**src/rtl/conv_sched_pkg.sv**
```systemverilog
// Shared layer codes, state codes, FSM encoding and per-layer geometry lookup
// for the convolution layer scheduler.
package conv_sched_pkg;

  localparam logic [1:0] LAYER_NONE  = 2'd0;
  localparam logic [1:0] LAYER_CONV1 = 2'd1;
  localparam logic [1:0] LAYER_CONV2 = 2'd2;
  localparam logic [1:0] LAYER_CONV3 = 2'd3;

  localparam logic [3:0] ST_IDLE  = 4'b0000;
  localparam logic [3:0] ST_CONV1 = 4'b0010;
  localparam logic [3:0] ST_CONV2 = 4'b0100;
  localparam logic [3:0] ST_CONV3 = 4'b0110;

  localparam int unsigned C1_HW = 32;
  localparam int unsigned C2_HW = 16;
  localparam int unsigned C3_HW = 8;
  localparam int unsigned C1_CI = 1;
  localparam int unsigned C1_CO = 16;
  localparam int unsigned C2_CI = 16;
  localparam int unsigned C2_CO = 32;
  localparam int unsigned C3_CI = 32;
  localparam int unsigned C3_CO = 64;

  typedef enum logic [1:0] {
    S_IDLE,
    S_FETCH,
    S_RUN,
    S_DONE
  } fsm_t;

  // Limits are stored as (N-1) so they fit the index widths directly.
  typedef struct packed {
    logic [4:0] hw_m1;
    logic [5:0] ci_m1;
    logic [5:0] co_m1;
  } dims_t;

  function automatic dims_t layer_dims(input logic [1:0] l);
    dims_t d;
    case (l)
      LAYER_CONV2: begin
        d.hw_m1 = 5'(C2_HW - 1);
        d.ci_m1 = 6'(C2_CI - 1);
        d.co_m1 = 6'(C2_CO - 1);
      end
      LAYER_CONV3: begin
        d.hw_m1 = 5'(C3_HW - 1);
        d.ci_m1 = 6'(C3_CI - 1);
        d.co_m1 = 6'(C3_CO - 1);
      end
      default: begin
        d.hw_m1 = 5'(C1_HW - 1);
        d.ci_m1 = 6'(C1_CI - 1);
        d.co_m1 = 6'(C1_CO - 1);
      end
    endcase
    return d;
  endfunction

  function automatic logic [3:0] layer_code(input logic [1:0] l);
    logic [3:0] s;
    case (l)
      LAYER_CONV1: s = ST_CONV1;
      LAYER_CONV2: s = ST_CONV2;
      LAYER_CONV3: s = ST_CONV3;
      default:     s = ST_IDLE;
    endcase
    return s;
  endfunction

endpackage

```
**src/rtl/conv_sched_cnt.sv**
```systemverilog
// Nested column / row / input-channel / output-channel counter.
// Column is innermost; the output channel holds at its limit once the
// final pixel of the final (o,c) pair has been consumed.
module conv_sched_cnt
  import conv_sched_pkg::*;
(
  input  logic       clk,
  input  logic       rst_n,
  input  logic       clear,
  input  logic       advance,
  input  logic [4:0] hw_m1,
  input  logic [5:0] ci_m1,
  input  logic [5:0] co_m1,
  output logic [4:0] x,
  output logic [4:0] y,
  output logic [5:0] c,
  output logic [5:0] o,
  output logic       pix_last,
  output logic       c_last,
  output logic       o_last
);

  assign pix_last = (x == hw_m1) && (y == hw_m1);
  assign c_last   = (c == ci_m1);
  assign o_last   = (o == co_m1);

  // Step the nest by one pixel on every accepted beat.
  always_ff @(posedge clk) begin
    if (!rst_n || clear) begin
      x <= '0;
      y <= '0;
      c <= '0;
      o <= '0;
    end else if (advance) begin
      if (x == hw_m1) begin
        x <= '0;
        if (y == hw_m1) begin
          y <= '0;
          if (!c_last) begin
            c <= c + 6'd1;
          end else if (!o_last) begin
            c <= '0;
            o <= o + 6'd1;
          end
        end else begin
          y <= y + 5'd1;
        end
      end else begin
        x <= x + 5'd1;
      end
    end
  end

endmodule

```
**src/rtl/conv_layer_sched.sv**
```systemverilog
// Convolution layer scheduler: walks output channel, input channel, row and
// column for one layer, addressing the weight/bias ROMs and emitting one
// handshaked pixel beat per cycle to the MAC datapath.
module conv_layer_sched
  import conv_sched_pkg::*;
(
  input  logic       clk,
  input  logic       rst_n,
  input  logic       start,
  input  logic [1:0] layer,
  input  logic       abort,
  input  logic       out_ready,
  output logic [3:0] state,
  output logic [5:0] read_o,
  output logic [5:0] read_c,
  output logic       wt_en,
  output logic       out_valid,
  output logic [4:0] pix_x,
  output logic [4:0] pix_y,
  output logic       first_c,
  output logic       last_c,
  output logic       busy,
  output logic       done
);

  fsm_t       fsm_q;
  logic [1:0] layer_q;
  dims_t      dims;
  logic       launch;
  logic       xfer;
  logic       cnt_clear;
  logic       pix_last;
  logic       c_last;
  logic       o_last;

  assign dims      = layer_dims(layer_q);
  assign launch    = (fsm_q == S_IDLE) && start && (layer != LAYER_NONE);
  // Abort wins over a beat that would otherwise transfer this edge.
  assign xfer      = out_valid && out_ready && !abort;
  assign cnt_clear = abort || launch;

  conv_sched_cnt u_cnt (
    .clk      (clk),
    .rst_n    (rst_n),
    .clear    (cnt_clear),
    .advance  (xfer),
    .hw_m1    (dims.hw_m1),
    .ci_m1    (dims.ci_m1),
    .co_m1    (dims.co_m1),
    .x        (pix_x),
    .y        (pix_y),
    .c        (read_c),
    .o        (read_o),
    .pix_last (pix_last),
    .c_last   (c_last),
    .o_last   (o_last)
  );

  // Accumulator control follows the input channel of the beat on the bus.
  always_comb begin
    first_c = out_valid && (read_c == '0);
    last_c  = out_valid && c_last;
  end

  // Layer sequencing FSM with registered handshake/status outputs.
  always_ff @(posedge clk) begin
    if (!rst_n || abort) begin
      fsm_q     <= S_IDLE;
      layer_q   <= (!rst_n) ? LAYER_NONE : layer_q;
      state     <= ST_IDLE;
      wt_en     <= 1'b0;
      out_valid <= 1'b0;
      busy      <= 1'b0;
      done      <= 1'b0;
    end else begin
      case (fsm_q)
        S_IDLE: begin
          done <= 1'b0;
          if (launch) begin
            fsm_q     <= S_FETCH;
            layer_q   <= layer;
            state     <= layer_code(layer);
            wt_en     <= 1'b1;
            out_valid <= 1'b0;
            busy      <= 1'b1;
          end
        end
        S_FETCH: begin
          fsm_q     <= S_RUN;
          out_valid <= 1'b1;
        end
        S_RUN: begin
          if (xfer && pix_last) begin
            out_valid <= 1'b0;
            if (c_last && o_last) begin
              fsm_q <= S_DONE;
              wt_en <= 1'b0;
              done  <= 1'b1;
            end else begin
              fsm_q <= S_FETCH;
            end
          end
        end
        S_DONE: begin
          fsm_q <= S_IDLE;
          state <= ST_IDLE;
          busy  <= 1'b0;
          done  <= 1'b0;
        end
        default: begin
          fsm_q <= S_IDLE;
        end
      endcase
    end
  end

endmodule

```
**config.mk**
```make
export PLATFORM = sky130hd
export DESIGN_NAME = conv_layer_sched
export DESIGN_NICKNAME = d
export VERILOG_FILES = /design/src/rtl/conv_sched_pkg.sv /design/src/rtl/conv_sched_cnt.sv /design/src/rtl/conv_layer_sched.sv
export SDC_FILE = /design/constraint.sdc
export NUM_CORES = 1
export LEC_CHECK = 0
export BUFFER_PORTS_ARGS = -buffer_cell sky130_fd_sc_hd__buf_2
export CORE_MARGIN = 2
export CORE_UTILIZATION = 49
export DETAILED_ROUTE_END_ITERATION = 8
export PLACE_DENSITY = 0.76
export REMOVE_ABC_BUFFERS = 1
export SLEW_MARGIN = 20
export SYNTH_ARGS = -nofsm -noshare
export SYNTH_HDL_FRONTEND = slang
export SYNTH_SLANG_ARGS = --single-unit
```
**constraint.sdc**
```tcl
create_clock -name clk -period 1.9 [get_ports clk]
set_input_delay 0.19 -clock clk [delete_from_list [all_inputs] [get_ports clk]]
set_output_delay 0.19 -clock clk [all_outputs]
set_load 0.005 [all_outputs]
```
==> metrics.md <==
| Metric | Value |
|---|---|
| Via count | 1,916 |
| Clk network pwr share | 0.410 |
| H-tree depth | 2 |
| Sw Ratio | 0.243 |
| Final setup vio count | 5 |
| Number of synthesized flops with an enable pin | 2 |
| Setup Slack @ Placement | -0.0220 ns |
| Util after Layout | 0.705 |
| CTS tree | built |
| Internal Power | 1.08 mW |
| Pwr/cell area | 553 mW/mm^2 |
| Synth Flop Type | dfxtp_1 |
| Iter 0 DRT Violations | 126 |
| Average size of a mapped cell | 8.52 sq um |
| Initial antenna violation count | 0 |
| Fmax | 515 MHz |
| Failing checks | setup timing |
| Min-delay worst type | input pin to flip-flop |
| Crit-path cells | xnor2_2, o22ai_4, buf_6, nand4_4, buf_6, o21ai_0, a21oi_1 |
| Share of power burned in registers | 0.488 |
| Share of layout cells above drive strength 1 | 0.389 |
| Fin Setup TNS | -0.0973 ns |
| Clock transition at path regs | 0.07 ns |
| Largest family of logic cells by synthesized area | simple AND/OR/NAND/NOR gates |
| Startpoint types | flip-flop |
| Setup WS post-layout | -0.0435 ns |
| Fin crit share | 1.02 |
| Max rail drop VDD | 0.000398 V |
| Global route total overflow | 0 |
| Clk_lat worst skew | 0.29 ns |
| CTS Buf Count | 5 |
| Die height | 65.7 um |
| Placed inst area | 0.00221 sq mm |
| Full die area | 0.00432 sq mm |
| Fin Hold WS | 0.220 ns |
| IO Port Bufs | 36 |
| Placer congestion estimate | 0.857 |
| Clock skew | 0.0103 ns |
| Number of global-route vias before repair | 1,552 |
| Router iterations before antenna repair | 4 |
| Synth Instances | 219 |
| Final nets | 299 |
| Hpwl dp | 3200 um |
| Critical path class | flip-flop to flip-flop |
| Ys async rst share | 0 |
| Area share of and/or/nand/nor cells after synthesis | 0.270 |
| Largest net degree at the start of global routing | 12 |
| First-pass GRT wire length | 7310 um |
| I/O pin count | 39 |
| Logic pwr share | 0.102 |
| Unrepaired setup endpoints after global routing | yes |
| Syn-to-layout area delta | 38.3% |
| Max-capacitance violation count | 0 |
| Remaining DRCs | 0 |
| Clock sink count | 32 |
| Synth warnings | 0 |
| Hold Fails Final Rpt | 0 |
| Avg WL per Cell | 15.6 um |
| Initial Util | 0.510 |
| Outcome | finished with violations |
| Clk buf depth | 2 |
| Critical-path maximum fanout | 7 |
| Post-Route WL | 5180 um |
| Synth Area in Adders | 0.0671 |
| Area of the mapped netlist | 0.00187 sq mm |
| Sequential cell area fraction in the yosys report | 0.354 |
| Mux contribution to synthesized area | 0.0268 |
| Slew Limit Fails | 0 |
| Post-Layout Cell Count | 331 |
| Die width | 65.7 um |
| Leakage | 1.08 nW |
| Crit-path slowest cell | edfxtp_1 |
| Count of cell types in the netlist | 52 |
| Worst EP arrival | 2.12 ns |
| #FFs+latches synth | 32 |
| Detailed-route vias per instance | 5.79 |
| Placed Cells | 312 |
| Critical Path End Type | flip-flop |
| Clock Root Buffer | clkbuf_8 |
| Final Cell Area | 0.00258 sq mm |
| Most common cell after layout, fill and taps aside | buf_2 |
| N_diodes | 0 |
| Overall Power | 1.43 mW |
| Post-DRT Antenna Nets | 0 |
| Worst EP required | 2.07 ns |
| # rows | 22 |
| Most used cell, CP | buf_6 |
| Post-Synth XOR/XNOR Area | 0.0329 |
| Global Route Usage Sum | 0.218 |
| Core area | 0.00366 sq mm |
| Net switching power | 347 uW |
| Most frequent cells in the layout | buf_2, dfxtp_1, buf_4 |
| Fin crit period | 1.94 ns |
| Crit-path max cell delay | 0.52 ns |
| Post-synthesis compound-gate area fraction | 0.188 |
-- worst max-delay path: cells and delay by family, from the launching register on --
kind	cells	cell delay, ns
simple gates	1	0.13
compound gates	3	0.61
flops	1	0.52
buf+inv	2	0.35
xor+xnor	1	0.22
-- flip-flops by register name (all words and copies together) (netlist names) --
register and count:
fsm_q 2, u_cnt.x 5, u_cnt.o 6, state 2
busy 1, done 1, layer_q 2, u_cnt.c 6
u_cnt.y 5, wt_en 1, out_valid 1
-- final timing paths --
kind | startpoint | endpoint | slack [ns] | cells past startpoint
worst min register to register | state[1] | state[1] | 0.48 | 2
worst min-delay path | layer[0] | state[1] | 0.22 | 3
worst max-delay path | layer_q[0] | u_cnt.o[1] | -0.04 | 7
worst max register to register | layer_q[0] | u_cnt.o[1] | -0.04 | 7
-- synthesized netlist by cell type (all sizes together) (3+ instances only) --
cell type	count	area (sq um)
a31oi	3	18.8
and3	3	18.8
or4	3	22.5
nor3	6	30.0
nand3	11	55.1
xnor2	4	35.0
clkbuf	6	22.5
mux2i	5	50.1
nand3b	4	30.0
nor2	13	48.8
dfxtp	30	601
ha	10	125
o31ai	4	30.0
nand4	7	58.8
nor2b	3	18.8
o22ai	3	32.5
buf	8	58.8
inv	8	30.0
a21oi	17	88.8
o21ai	13	68.8
xor2	3	26.3
and2	7	43.8
nand2b	3	18.8
nand2	17	63.8
-- routing by layer --
metal  routed length, um  track usage
met4                 156       0.0391
met3                 319       0.0599
met5                   0            0
met1                2230        0.295
met2                2470        0.350
-- cells by family (layout without fill, tap and decap cells) --
kind of cell,after synthesis,in the layout
flip-flops,32,32
adder cells (fa/ha/maj),10,10
other,1,2
AO/OA/AOI/OAI,53,53
AND/OR/NAND/NOR,89,90
multiplexers,5,5
XOR/XNOR,7,7
buffers and inverters,22,84
-- final cells by class --
class	instances	area [sq um]
Fill cell	257	1080
Inverter	8	30.0
Sequential cell	32	661
Clock buffer	8	100
Tap cell	48	60.1
Timing Repair Buffer	68	469
Multi-Input combinational cell	167	1260
-- repair_timing --
item,in CTS,in global routing
gates resized for setup,3,38
hold buffers,0,0
pin swaps,1,21
cloned,0,2
setup endpoints to repair,8,16
setup buffers,2,7
-- power by group through the flow --
stage | sequential (mW) | combinational (mW) | clock (mW)
4_1_cts | 0.695 | 0.127 | 0.589
5_1_grt | 0.697 | 0.161 | 0.621
2_1_floorplan | 0.713 | 0.0700 | 0
6_report | 0.696 | 0.146 | 0.585
3_3_place_gp | 0.714 | 0.113 | 0
3_5_place_dp | 0.715 | 0.116 | 0
No activity file was read; power rests on OpenSTA's default activity.
